[src/rtl/cic_region_sequencer_if.sv]
// Handshake bundle between the CIC region sequencer and its neighbours.
// The slave side is the sequencer. The master side is the IGR, reset and CIC environment.
interface cic_region_sequencer_if;
    logic       CONSOLE_RESET_i;
    logic       FORCE_REGION_i;
    logic       FORCE_PAL_i;
    logic       CIC_FAIL_i;
    logic       PAL_o;
    logic       CIC_START_o;
    logic       SYS_RESET_o;
    logic       LOCKED_o;
    logic       GIVEUP_o;
    logic [2:0] RETRY_CNT_o;

    modport master (
        output CONSOLE_RESET_i,
        output FORCE_REGION_i,
        output FORCE_PAL_i,
        output CIC_FAIL_i,
        input  PAL_o,
        input  CIC_START_o,
        input  SYS_RESET_o,
        input  LOCKED_o,
        input  GIVEUP_o,
        input  RETRY_CNT_o
    );

    modport slave (
        input  CONSOLE_RESET_i,
        input  FORCE_REGION_i,
        input  FORCE_PAL_i,
        input  CIC_FAIL_i,
        output PAL_o,
        output CIC_START_o,
        output SYS_RESET_o,
        output LOCKED_o,
        output GIVEUP_o,
        output RETRY_CNT_o
    );
endinterface

[src/rtl/cic_region_sequencer.sv]
// Sequences the CIC lock and the console reset on MCLKO.
// If the CIC lock fails, the sequencer flips the region and retries.
module cic_region_sequencer #(
    parameter int unsigned SETTLE_CYCLES = 32767,
    parameter int unsigned PROBE_CYCLES  = 65535,
    parameter int unsigned FAIL_DEBOUNCE = 16,
    parameter int unsigned MAX_RETRIES   = 3
) (
    input logic                  CLK_i,
    input logic                  NRST_i,
    cic_region_sequencer_if.slave bus
);

    typedef enum logic [2:0] {
        S_IDLE,
        S_SETTLE,
        S_PROBE,
        S_LOCKED,
        S_FAIL,
        S_HALT
    } state_t;

    localparam logic [15:0] SETTLE_LAST = 16'(SETTLE_CYCLES - 1);
    localparam logic [15:0] PROBE_LAST  = 16'(PROBE_CYCLES - 1);
    localparam logic [7:0]  DBC_LIMIT   = 8'(FAIL_DEBOUNCE);
    localparam logic [2:0]  RETRY_MAX   = 3'(MAX_RETRIES);

    state_t      state;
    state_t      state_nxt;
    logic [15:0] cnt;
    logic [15:0] cnt_nxt;
    logic [7:0]  dbc;
    logic [7:0]  dbc_nxt;
    logic        pal;
    logic        pal_nxt;
    logic [2:0]  retry;
    logic [2:0]  retry_nxt;
    logic        restart;
    logic        watch;
    logic        fail_now;
    logic        start_q;
    logic        sysrst_q;
    logic        locked_q;
    logic        giveup_q;

    always_comb begin
        watch   = (state == S_PROBE) || (state == S_LOCKED);
        dbc_nxt = 8'd0;
        if (watch && bus.CIC_FAIL_i) begin
            dbc_nxt = (dbc == 8'hFF) ? dbc : dbc + 8'd1;
        end
        fail_now = watch && bus.CIC_FAIL_i && (dbc_nxt >= DBC_LIMIT);
    end

    always_comb begin
        state_nxt = state;
        pal_nxt   = pal;
        retry_nxt = retry;
        restart   = 1'b0;
        if (bus.CONSOLE_RESET_i) begin
            state_nxt = S_IDLE;
            retry_nxt = 3'd0;
        end else if (bus.FORCE_REGION_i) begin
            state_nxt = S_SETTLE;
            pal_nxt   = bus.FORCE_PAL_i;
            retry_nxt = 3'd0;
            restart   = 1'b1;
        end else if (fail_now) begin
            state_nxt = S_FAIL;
        end else begin
            unique case (state)
                S_IDLE:   state_nxt = S_SETTLE;
                S_SETTLE: begin
                    if (cnt == SETTLE_LAST) state_nxt = S_PROBE;
                end
                S_PROBE: begin
                    if (cnt == PROBE_LAST) state_nxt = S_LOCKED;
                end
                S_LOCKED: state_nxt = S_LOCKED;
                S_FAIL: begin
                    if (retry == RETRY_MAX) begin
                        state_nxt = S_HALT;
                    end else begin
                        state_nxt = S_SETTLE;
                        pal_nxt   = ~pal;
                        retry_nxt = retry + 3'd1;
                    end
                end
                S_HALT:   state_nxt = S_HALT;
                default:  state_nxt = S_IDLE;
            endcase
        end
    end

    // One phase counter: it restarts on every state entry and on a force.
    always_comb begin
        cnt_nxt = 16'd0;
        if (!restart && (state_nxt == state) &&
            ((state == S_SETTLE) || (state == S_PROBE))) begin
            cnt_nxt = cnt + 16'd1;
        end
    end

    always_ff @(posedge CLK_i or negedge NRST_i) begin
        if (!NRST_i) begin
            state    <= S_IDLE;
            cnt      <= 16'd0;
            dbc      <= 8'd0;
            pal      <= 1'b0;
            retry    <= 3'd0;
            start_q  <= 1'b0;
            sysrst_q <= 1'b1;
            locked_q <= 1'b0;
            giveup_q <= 1'b0;
        end else begin
            state    <= state_nxt;
            cnt      <= cnt_nxt;
            dbc      <= dbc_nxt;
            pal      <= pal_nxt;
            retry    <= retry_nxt;
            start_q  <= (state == S_PROBE) || (state == S_LOCKED);
            sysrst_q <= (state != S_LOCKED);
            locked_q <= (state == S_LOCKED);
            giveup_q <= (state == S_HALT);
        end
    end

    assign bus.PAL_o       = pal;
    assign bus.CIC_START_o = start_q;
    assign bus.SYS_RESET_o = sysrst_q;
    assign bus.LOCKED_o    = locked_q;
    assign bus.GIVEUP_o    = giveup_q;
    assign bus.RETRY_CNT_o = retry;

endmodule
[src/flat_wrapper.sv]
// flat-port wrapper written by rule: the top's interface ports become plain ports
module cic_region_sequencer_flat 
#(
    parameter int unsigned SETTLE_CYCLES = 32767,
    parameter int unsigned PROBE_CYCLES  = 65535,
    parameter int unsigned FAIL_DEBOUNCE = 16,
    parameter int unsigned MAX_RETRIES   = 3
)
  (CLK_i, NRST_i, bus_CONSOLE_RESET_i, bus_FORCE_REGION_i, bus_FORCE_PAL_i, bus_CIC_FAIL_i, bus_PAL_o, bus_CIC_START_o, bus_SYS_RESET_o, bus_LOCKED_o, bus_GIVEUP_o, bus_RETRY_CNT_o);
  cic_region_sequencer_if bus_i ();
  input logic CLK_i;
  input logic NRST_i;
  input wire logic [$bits(bus_i.CONSOLE_RESET_i)-1:0] bus_CONSOLE_RESET_i;
  input wire logic [$bits(bus_i.FORCE_REGION_i)-1:0] bus_FORCE_REGION_i;
  input wire logic [$bits(bus_i.FORCE_PAL_i)-1:0] bus_FORCE_PAL_i;
  input wire logic [$bits(bus_i.CIC_FAIL_i)-1:0] bus_CIC_FAIL_i;
  output wire logic [$bits(bus_i.PAL_o)-1:0] bus_PAL_o;
  output wire logic [$bits(bus_i.CIC_START_o)-1:0] bus_CIC_START_o;
  output wire logic [$bits(bus_i.SYS_RESET_o)-1:0] bus_SYS_RESET_o;
  output wire logic [$bits(bus_i.LOCKED_o)-1:0] bus_LOCKED_o;
  output wire logic [$bits(bus_i.GIVEUP_o)-1:0] bus_GIVEUP_o;
  output wire logic [$bits(bus_i.RETRY_CNT_o)-1:0] bus_RETRY_CNT_o;
  assign bus_i.CONSOLE_RESET_i = bus_CONSOLE_RESET_i;
  assign bus_i.FORCE_REGION_i = bus_FORCE_REGION_i;
  assign bus_i.FORCE_PAL_i = bus_FORCE_PAL_i;
  assign bus_i.CIC_FAIL_i = bus_CIC_FAIL_i;
  assign bus_PAL_o = bus_i.PAL_o;
  assign bus_CIC_START_o = bus_i.CIC_START_o;
  assign bus_SYS_RESET_o = bus_i.SYS_RESET_o;
  assign bus_LOCKED_o = bus_i.LOCKED_o;
  assign bus_GIVEUP_o = bus_i.GIVEUP_o;
  assign bus_RETRY_CNT_o = bus_i.RETRY_CNT_o;
  cic_region_sequencer #(.SETTLE_CYCLES(SETTLE_CYCLES), .PROBE_CYCLES(PROBE_CYCLES), .FAIL_DEBOUNCE(FAIL_DEBOUNCE), .MAX_RETRIES(MAX_RETRIES)) u_core (.CLK_i(CLK_i), .NRST_i(NRST_i), .bus(bus_i));
endmodule
[config.mk]
export PLATFORM = sky130hd
export DESIGN_NAME = cic_region_sequencer_flat
export DESIGN_NICKNAME = d
export VERILOG_FILES = /design/src/rtl/cic_region_sequencer_if.sv /design/src/rtl/cic_region_sequencer.sv /design/src/flat_wrapper.sv
export SDC_FILE = /design/constraint.sdc
export NUM_CORES = 1
export LEC_CHECK = 0
export CAP_MARGIN = 0
export CELL_PAD_IN_SITES_DETAIL_PLACEMENT = 2
export CELL_PAD_IN_SITES_GLOBAL_PLACEMENT = 2
export CORE_ASPECT_RATIO = 0.9
export CORE_MARGIN = 5
export CORE_UTILIZATION = 30
export DETAILED_ROUTE_END_ITERATION = 7
export PLACE_DENSITY = 0.6
export SKIP_LAST_GASP = 1
export SLEW_MARGIN = 20
export SYNTH_ARGS = -nofsm -noshare
export SYNTH_HDL_FRONTEND = slang
export SYNTH_SLANG_ARGS = --single-unit
[constraint.sdc]
create_clock -name CLK_i -period 3.2 [get_ports CLK_i]
set_input_delay 0.32 -clock CLK_i [delete_from_list [all_inputs] [get_ports CLK_i]]
set_output_delay 0.32 -clock CLK_i [all_outputs]
set_load 0.005 [all_outputs]
# ---- After elaboration in Yosys (flattened, before gate mapping)
# Cells that the tools add are included.
dict set report totals {
  register_bits 35
  latch_bits 0
  mem_bits_rw 0
  romBits 0
  inputBits 6
  output_inout_bits 8
  elab_cells 63
  mem_count 0
}
dict set report classes {
  add_sub_neg 3
  n_mul 0
  div_mod_pow 0
  order_cmp 1
  eq_ne 15
  n_shift 0
  muxes 21
  n_bitwise 2
  n_reduce_logical 12
}
# op n
set ops {}
lappend ops {{$mux W3} 11}
lappend ops {{$pmux W3 S6} 1}
lappend ops {{$add A16 B1 Y16 const B} 1}
lappend ops {{$eq A16 B15 Y1 const B} 1}
lappend ops {{$eq A16 B16 Y1 const B} 1}
lappend ops {{$mux W16} 1}
lappend ops {{$mux W8} 2}
lappend ops {{$eq A3 B2 Y1 const B} 3}
lappend ops {{$add A8 B1 Y8 const B} 1}
lappend ops {{$eq A8 B8 Y1 const B} 1}
lappend ops {{$ge A8 B5 Y1 const B} 1}
lappend ops {{$eq A3 B3 Y1 const B} 2}
lappend ops {{$mux W1} 6}
lappend ops {{$ne A3 B3 Y1 const B} 2}
lappend ops {{$logic_and A1 B1 Y1} 4}
lappend ops {{$ne A2 B2 Y1 const B} 2}
lappend ops {{$reduce_and A4 Y1} 1}
lappend ops {{$add A3 B1 Y3 const B} 1}
lappend ops {{$eq A3 B1 Y1 const B} 1}
lappend ops {{$eq A3 B3 Y1} 1}
lappend ops {{$logic_not A3 Y1} 1}
lappend ops {{$ne A3 B2 Y1 const B} 1}
lappend ops {{$reduce_and A3 Y1} 1}
lappend ops {{$reduce_bool A3 Y1} 1}
lappend ops {{other kinds (4)} 6}

# ---- Depth between registers and ports, before layout
# Gate-level depths: netlist (run 1).
dict set report depth {
  depth_word 13
  ltp_mapped 8
  mapped_depth_nobuf 7
}

# ---- Least setup slack after synthesis (run 1)
# OpenSTA, ideal clock, no wires.
dict set report synth_path {
  path_kind {register to register}
  start {register u_core.dbc[0]}
  end {register u_core.cnt[7]}
  setup_ns 0.095
  t_arrival_ns 1.735
  t_required_ns 3.105
  setup_slack_ns 1.370
  stages_incl_launch_ff 8
  n_path_buf 1
  period_less_slack_ns 1.830
  cell_sequence {dfrtp_1 > ha_1 > and4_4 > and2_4 > o311ai_4 > nand2_4 > buf_6 > nor4_4}
}
dict set report synth_via {
  elab_chain_cells 12
  elab_cells_between_ends 13
  classes_between {add/sub: 1; order compare: 1; eq/ne: 2; mux: 6; reduce/logical: 3}
}
# item line
set synth_rtl {}
lappend synth_rtl {{start: declaration} cic_region_sequencer.sv:32} ;# logic [7:0] dbc;
lappend synth_rtl {{start signal: assignment} cic_region_sequencer.sv:118} ;# dbc <= dbc_nxt;
lappend synth_rtl {{$add A8 B1 Y8 / $eq A8 B8 Y1 (equally long branches)} cic_region_sequencer.sv:50} ;# dbc_nxt = (dbc == 8'hFF) ? dbc : dbc + 8'd1;
lappend synth_rtl {{$mux W8 *} cic_region_sequencer.sv:50}
lappend synth_rtl {{$mux W8 *} cic_region_sequencer.sv:49} ;# if (watch && bus.CIC_FAIL_i) begin
lappend synth_rtl {{$ge A8 B5 Y1 *} cic_region_sequencer.sv:52} ;# fail_now = watch && bus.CIC_FAIL_i && (dbc_nxt >= DBC_LIMIT);
lappend synth_rtl {{$logic_and A1 B1 Y1 *} cic_region_sequencer.sv:52}
lappend synth_rtl {{$mux W3 *} cic_region_sequencer.sv:68} ;# end else if (fail_now) begin
lappend synth_rtl {{$mux W3 *} cic_region_sequencer.sv:63} ;# end else if (bus.FORCE_REGION_i) begin
lappend synth_rtl {{$mux W3 *} cic_region_sequencer.sv:60} ;# if (bus.CONSOLE_RESET_i) begin
lappend synth_rtl {{$eq A3 B3 Y1 *} cic_region_sequencer.sv:98} ;# if (!restart && (state_nxt == state) &&
lappend synth_rtl {{$logic_and A1 B1 Y1 * (2 in a row)} cic_region_sequencer.sv:98}
lappend synth_rtl {{$mux W16 *} cic_region_sequencer.sv:98}
lappend synth_rtl {{named net u_core.cnt_nxt[7]} cic_region_sequencer.sv:31} ;# logic [15:0] cnt_nxt;
lappend synth_rtl {{end signal: assignment} cic_region_sequencer.sv:117} ;# cnt <= cnt_nxt;
lappend synth_rtl {{end: declaration} cic_region_sequencer.sv:30} ;# logic [15:0] cnt;
# Mark *: on every way through the listed nets, which the timed path passes. The rest lies on a longest branch.
# A chain may end at the register's enable or synchronous reset.

# ---- Worst setup path in the final report (run 1)
dict set report layout_path {
  start {register u_core.dbc[0]}
  end {register u_core.cnt[2]}
}
# Same word-level chain as after synthesis.

==> results of run 1 <==
## power groups by stage
stage / Combinational (mW) / Clock [mW] / Sequential, mW
global placement: 0.0431 / 0 / 0.458
finish: 0.0438 / 0.319 / 0.449
global route: 0.0499 / 0.347 / 0.450
detailed placement: 0.0451 / 0 / 0.458
CTS: 0.0457 / 0.334 / 0.449
floorplan: 0.0198 / 0 / 0.457
## flip-flops by register name (all words and copies together) (netlist names)
signal	cells
u_core.cnt	16
u_core.bus.LOCKED_o	1
u_core.bus.GIVEUP_o	1
u_core.bus.CIC_START_o	1
u_core.dbc	8
u_core.bus.SYS_RESET_o	1
u_core.state	3
u_core.bus.RETRY_CNT_o	3
u_core.bus.PAL_o	1
## how the worst max path moves through the flow
stage / to
after floorplan: u_core.cnt[7]
after global placement: u_core.cnt[3]
after detailed placement: u_core.cnt[4]
after CTS: u_core.cnt[4]
after global routing: u_core.cnt[4]
final: u_core.cnt[2]
## synthesized netlist by cell type, types with 4 or more instances
master	instances
dfrtp_1	34
xnor2_1	12
nor2_1	11
nand3_1	10
nor4_1	10
nor4_2	9
nand2_1	8
inv_1	7
nand4_1	7
o21ai_0	7
a21oi_1	5
clkbuf_1	5
ha_1	5
xor2_1	5
a211oi_1	4
a31oi_1	4
## through the flow
stage	worst slack (ns)	instances	instance area (um^2)	power [mW]
3_5_place_dp	1.151	272	2131	0.5033
4_1_cts	1.130	280	2212	0.8292
6_report	1.153	280	2212	0.8124
2_1_floorplan	1.370	178	1926	0.4772
3_3_place_gp	1.240	272	2131	0.5010
5_1_grt	0.9357	280	2212	0.8470
## routing by layer
layer  GRT usage (%)  up-vias  part of all wire (%)
met3           2.895        5                   2.0
met1           18.41      733                    49
li1                -      681                     -
met5               0        -                     0
met2           22.36       13                    48
met4           3.539        0                   1.0
## worst max-delay path: cells and delay by family, from the launching register on
kind / cells / cell delay, ns
AOI/OAI and AO/OA: 1 / 0.33
adders and majority gates: 1 / 0.25
and+or+nand+nor: 4 / 0.94
DFF: 1 / 0.41
## logic make-up after synthesis
group | count (synthesis) | share of synthesized area, %
mux | 3 | 1.560
compound gates | 25 | 9.747
xor+xnor | 17 | 7.732
flops | 35 | 45.55
simple gates | 79 | 28.66
buf+inv | 14 | 3.509
fa+ha+maj | 5 | 3.249
## layout by cell type, fill, tap and decap left out, types with 5 or more instances in the layout
cell type        instances
dfrtp_1                 34
clkdlybuf4s50_1         13
xnor2_1                 12
nor2_1                  11
nand3_1                 10
nor4_1                  10
nor4_2                   9
nand2_1                  8
o21ai_0                  7
inv_1                    7
nand4_1                  7
a21oi_1                  5
xor2_1                   5
ha_1                     5
clkbuf_8                 5
## final cells by class
class / instances / area (um^2)
fillers: 674 / 3970
clock inverters: 1 / 5.005
inverters: 7 / 26.28
multi-input cells: 129 / 980.9
flip-flops and latches: 35 / 877.1
clock buffers: 7 / 76.32
well taps: 87 / 108.9
repair buffers: 14 / 137.6
==> PnR_summary.wiki, run 1 <==
{| class="wikitable"
! Metric !! Value
|-
| # port buffers || 13
|-
| GRT Overall Usage || a little over an eighth
|-
| Reg-to-reg startpoint || u_core.dbc[0]
|-
| Type of the worst setup path || flop to flop
|-
| Share of the yosys chip area belonging to registers || 45.55%
|-
| # H-tree levels || 2
|-
| Worst setup slack for register-to-register paths || ~1.2 ns
|-
| Maximum clock rate || a little under 500 MHz
|-
| HPWL after DPL || around 3500 um
|-
| Internal Power || roughly 0.6 mW
|-
| Clock edge transition at the registers on the reported setup and hold paths || 0.07 ns
|-
| Layout Nets || a little over 200
|-
| Final hold violation count || 0
|-
| Result of the run || finished clean
|-
| Routed WL per cell || around 17 um
|-
| Maximum Capacitance Violations || 0
|-
| Diodes inserted || 0
|-
| Share of the core filled with cells in the final layout || between 30% and 40%
|-
| Die Y || approximately 86 um
|-
| CTS root buf || clkbuf_8
|-
| CP Capture Type || flop
|-
| TNS Setup || 0 ns
|-
| Max Clock Skew || approximately 0.0022 ns
|-
| Ratio of final minimum period to clock period || a little under two thirds
|-
| Post-Syn Nets || around 190
|-
| Post-synthesis area per instance || ~11 um^2
|-
| Switching share of power || 24.50%
|-
| CTS tree || built
|-
| Worst Tran Pin Value || between 0.6 and 0.7 ns
|-
| RD Place Congestion || 0.7891
|-
| Placeable Area || 6182 um^2
|-
| Final wirelength || between 4000 and 5000 um
|-
| Wire length of the first global-routing pass || around 8700 um
|-
| Maximum vdd ir drop || between 0.00015 and 0.0002 V
|-
| Maximum cell stage delay along the critical path || around 0.41 ns
|-
| Clock Latency Late Sink || between 0.2 and 0.3 ns
|-
| Cell Chain, Critical Path || ha_1 > and4_4 > and2_4 > o311ai_4 > nand2_4 > nor4_1
|-
| Area growth from synthesis to layout || 14.88%
|-
| Fraction of synthesis flops using an asynchronous set or reset pin || 100.0%
|-
| Hold bufs inserted after CTS || 0
|-
| Vias/cell || around 5
|-
| Number of I/O pins || 14
|-
| Number of instances in the synthesized netlist || around 180
|-
| Post-CTS setup buffers || 0
|-
| Number of global-route vias before repair || about 1700
|-
| Max stage delay cell, worst path || dfrtp_1
|-
| Largest area contributor in the synthesized netlist || dfrtp_1
|-
| Rows || 27
|-
| Total iterations of the first detailed-routing run || 4
|-
| Required time of the critical path || approximately 3.4 ns
|-
| Number of warnings reported in the yosys synthesis log || 0
|-
| Number of flops mapped to enable cells by yosys || 0
|-
| Total congestion overflow || 0
|-
| Drt initial violations || 27
|-
| Sequential Power Share || ~55%
|-
| Floorplan die area || 8123 um^2
|-
| Critical path fanouts, max || 16
|-
| Most common flop cell mapped by yosys || dfrtp_1
|-
| Post-synthesis sequential element count || 35
|-
| Residual DRC count || 0
|-
| Initial antenna violation count || 0
|-
| CP Launch Point || u_core.dbc[0]
|-
| Pins over their slew limit || 0
|-
| R2r endpoint || u_core.cnt[2]
|-
| Pin count of the biggest net entering global routing || 23
|-
| Die boundary width || between 90 and 100 um
|-
| Kind of path behind the tightest hold check || input port to async pin
|-
| Setup repair after global routing missed its margin || false
|-
| Power density of the placed cells || 367.2 nW/um^2
|-
| Leakage power summed over all cells || 0.8307 nW
|-
| Initial cell density of the core || a little over 30%
|-
| Number of cells on the worst reg-to-reg path || 6
|-
| Final Hold Slack || approximately 0.45 ns
|-
| Clock sink total || 35
|-
| Clock network fraction of design power || 39.3%
|-
| Total number of vias || 1432
|-
| Share of layout cells above drive strength 1 || 14.51%
|-
| Clock period minus worst slack || a little over 2 ns
|-
| Leading cell types by total area after synthesis || dfrtp_1, nor4_2, xnor2_1
|-
| Post-Synthesis Cell Area || between 1500 and 2000 um^2
|-
| Number of nets with antenna violations after detailed routing || 0
|-
| Final number of setup-violating endpoints || 0
|-
| Arrival time worst endpoint || 2.23 ns
|-
| TritonCTS Buffers || 5
|-
| Reported net switching power || roughly 0.20 mW
|-
| Share of the synthesized area in the top cell type || 44.18%
|-
| Sort of element at the start of the critical path || flop
|-
| Distinct cell type count after synthesis || 41
|-
| Bufs on Longest Clock Path || 2
|-
| Count of cells resized by post-cts repair || 0
|-
| Combinational share of power || around 5.4%
|-
| Worst slew margin relative to its limit || 53.22%
|}
(Power assumes the default switching activity.)
==> run 2: changes to the inputs <==
==> constraint.sdc (replaced) <==
create_clock -name CLK_i -period 2.1 [get_ports CLK_i]
set_input_delay 0.21 -clock CLK_i [delete_from_list [all_inputs] [get_ports CLK_i]]
set_output_delay 0.21 -clock CLK_i [all_outputs]
set_load 0.005 [all_outputs]
==> run 2 against run 1 <==
  * First-iteration DRC count is 81% higher
  * Clock power is 53% higher
  * Register-to-register slack worse by 1.1 ns
  * Routed wire length is 4.1% higher
  * Die area stayed put
  * Design area is 3.2% higher
  * Worst hold slack worse by 0.18 ns
  * Critical path depth is 1 higher
  * Combinational power is 74% higher
  * Largest cell class unchanged
  * Highest routed layer unchanged
  * Sequential share of layout area is 1.2 points lower
  * Critical path type unchanged
  * Clock skew is 0.0077 ns higher
  * Cell count is 2.5% higher
==> PnR_summary.wiki, run 2 (synthesis results as in run 1) <==
{| class="wikitable"
! Metric !! Value
|-
| Result of the run || finished clean
|-
| Clock edge transition at the registers on the reported setup and hold paths || 0.07 ns (about the same)
|-
| Maximum cell stage delay along the critical path || 0.42 ns (about the same)
|-
| HPWL after DPL || 3544 um (+0.21%)
|-
| Required time of the critical path || 2.28 ns (-1.10 ns)
|-
| TNS Setup || 0 ns (unchanged)
|-
| Max Clock Skew || 0.009897 ns (+0.007708 ns)
|-
| Worst Tran Pin Value || 0.5660 ns (-0.1335 ns)
|-
| Residual DRC count || 0 (unchanged)
|-
| Total number of vias || 1467 (+2.4%)
|-
| Share of layout cells above drive strength 1 || 18.50% (+4.0 points)
|-
| Initial cell density of the core || 31.15% (unchanged)
|-
| Post-placement cell area || 2181 um^2 (+2.3%)
|-
| Max stage delay cell, worst path || dfrtp_1
|-
| Arrival time worst endpoint || 2.21 ns (-0.02 ns)
|-
| Leakage power summed over all cells || 0.8773 nW (+5.6%)
|-
| Type of the worst setup path || flop to flop
|-
| CP Capture Type || flop
|-
| Floorplan die area || 8123 um^2 (unchanged)
|-
| Reg-to-reg startpoint || u_core.dbc[0]
|-
| GRT Overall Usage || 13.32% (-0.38 points)
|-
| Register Area || 877.1 um^2 (unchanged)
|-
| Power density of the placed cells || 547.2 nW/um^2 (+49%)
|-
| Clock sink total || 35 (unchanged)
|-
| Final number of setup-violating endpoints || 0 (unchanged)
|-
| Rows || 27 (unchanged)
|-
| Number of nets with antenna violations after detailed routing || 0 (unchanged)
|-
| Leading registers by flop count || u_core.cnt: 16 flops, u_core.dbc: 8 flops
|-
| Cell Chain, Critical Path || ha_1 > and4_4 > and2_4 > o311ai_4 > buf_4 > nand2_4 > nor4_1
|-
| Initial antenna violation count || 0 (unchanged)
|-
| Die boundary width || 94.45 um (unchanged)
|-
| Bufs on Longest Clock Path || 2 (unchanged)
|-
| TritonCTS Buffers || 5 (unchanged)
|-
| Maximum clock rate || 493.1 MHz (+0.95%)
|-
| Pins over their slew limit || 0 (unchanged)
|-
| Worst slew margin relative to its limit || 62.27% (+9.0 points)
|-
| # H-tree levels || 2 (unchanged)
|-
| Area growth from synthesis to layout || 18.58%
|-
| Critical path fanouts, max || 8 (-8)
|-
| Die Y || 86.01 um (unchanged)
|-
| Kind of path behind the tightest hold check || input port to async pin
|-
| Setup repair after global routing missed its margin || true
|-
| Placeable Area || 6182 um^2 (unchanged)
|-
| Layout Nets || 210 (+3.4%)
|-
| CTS root buf || clkbuf_8
|-
| Total iterations of the first detailed-routing run || 2 (-2)
|-
| Ratio of final minimum period to clock period || 96.57% (+33 points)
|-
| Vias/cell || 5.111 (about the same)
|-
| Number of filler cells placed in the layout || 672 (-0.30%)
|-
| # port buffers || 13 (unchanged)
|-
| Diodes inserted || 0 (unchanged)
|-
| Pin count of the biggest net entering global routing || 23 (unchanged)
|-
| Final wirelength || 5008 um (+4.1%)
|-
| Wire length of the first global-routing pass || 8480 um (-2.9%)
|-
| Sort of element at the start of the critical path || flop
|-
| Maximum Capacitance Violations || 0 (unchanged)
|-
| Area of the multi-input gates || 992.2 um^2 (+1.1%)
|-
| Number of I/O pins || 14 (unchanged)
|-
| Routed WL per cell || 17.45 um (+1.5%)
|-
| CTS tree || built
|-
| Clock period minus worst slack || 2.028 ns (-0.01927 ns)
|-
| Most common cell after layout, fill and taps aside || dfrtp_1
|-
| RD Place Congestion || 0.8255 (+4.6%)
|-
| Register with the highest flop count || u_core.cnt
|-
| Clock Latency Late Sink || 0.29 ns (about the same)
|-
| Post-Layout Inst Area || 2283 um^2 (+3.2%)
|-
| Number of global-route vias before repair || 1638 (-3.5%)
|-
| Maximum vdd ir drop || 0.0002925 V (+73%)
|-
| Drt initial violations || 49 (+81%)
|-
| Number of flip-flops in the largest register || 16 (unchanged)
|-
| CP Launch Point || u_core.dbc[0]
|-
| Final hold violation count || 0 (unchanged)
|-
| Total congestion overflow || 0 (unchanged)
|-
| Commonest cells after routing, fill and taps aside || dfrtp_1, clkdlybuf4s50_1, xnor2_1
|}
-- run 2: changes by cell type in the layout (fill, tap and decap cells not counted), sizes merged --
| cell | change |
|---|---|
| clkinv | +2 |
| clkbuf | -2 |
| nand2 | +1 |
| buf | +6 |
-- run 2: through the flow --
step | cells | setup WS (ns) | utilization, % | hold slack, ns | power, mW
4_1_cts | 285 | 0.05179 | 36.63 | 0.2656 | 1.269
3_3_place_gp | 277 | 0.1882 | 35.28 | 0.4984 | 0.7728
2_1_floorplan | 178 | 0.2702 | - | -0.08559 | 0.7272
5_1_grt | 287 | -0.03776 | 36.94 | 0.3083 | 1.312
3_5_place_dp | 277 | 0.06803 | 35.28 | 0.5284 | 0.7763
6_report | 287 | 0.07203 | 36.94 | 0.2681 | 1.250
-- run 2: final timing paths --
| check | to | slack [ns] | cells after the start |
|---|---|---|---|
| max | u_core.cnt[4] | 0.07 | 7 |
| min reg2reg | u_core.dbc[2] | 0.53 | 1 |
| min in group CLK_i | u_core.dbc[2] | 0.53 | 1 |
| min | u_core.bus.RETRY_CNT_o[2] | 0.27 | 2 |
| max in group asynchronous | u_core.bus.SYS_RESET_o | 1.50 | 2 |
| max reg2reg | u_core.cnt[4] | 0.07 | 7 |
-- run 2: where the power goes --
part / internal, mW / switching (mW)
sequential: 0.678 / 0.00570
clock: 0.227 / 0.262
combinational: 0.0305 / 0.0458
-- run 2: layer usage --
metal / track usage [%] / part of all wire, % / vias to the layer above
met5: 0 / 0 / -
met4: 3.932 / 0.90 / 0
met3: 3.333 / 2.9 / 6
met2: 20.49 / 47 / 13
met1: 18.44 / 49 / 752
li1: - / - / 696
-- run 2: layout make-up --
class / instances / share of cell area, %
repair buffers: 20 / 8.548
inverters: 7 / 1.151
well taps: 87 / 4.767
clock buffers: 5 / 3.014
multi-input cells: 130 / 43.45
flip-flops and latches: 35 / 38.41
clock inverters: 3 / 0.6575
-- run 2: critical path, delay by kind of cell (launching register included) --
family,cells,cell delay (ns)
compound gates,1,0.25
fa+ha+maj,1,0.26
buf+inv,1,0.20
flops,1,0.42
simple gates,4,0.79
-- run 2: repair_timing --
action	in CTS	in global routing
endpoints found under the setup margin	0	2
gates resized for setup	0	1
buffers inserted	0	1
hold buffers	0	0
endpoints found under the hold margin	0	0
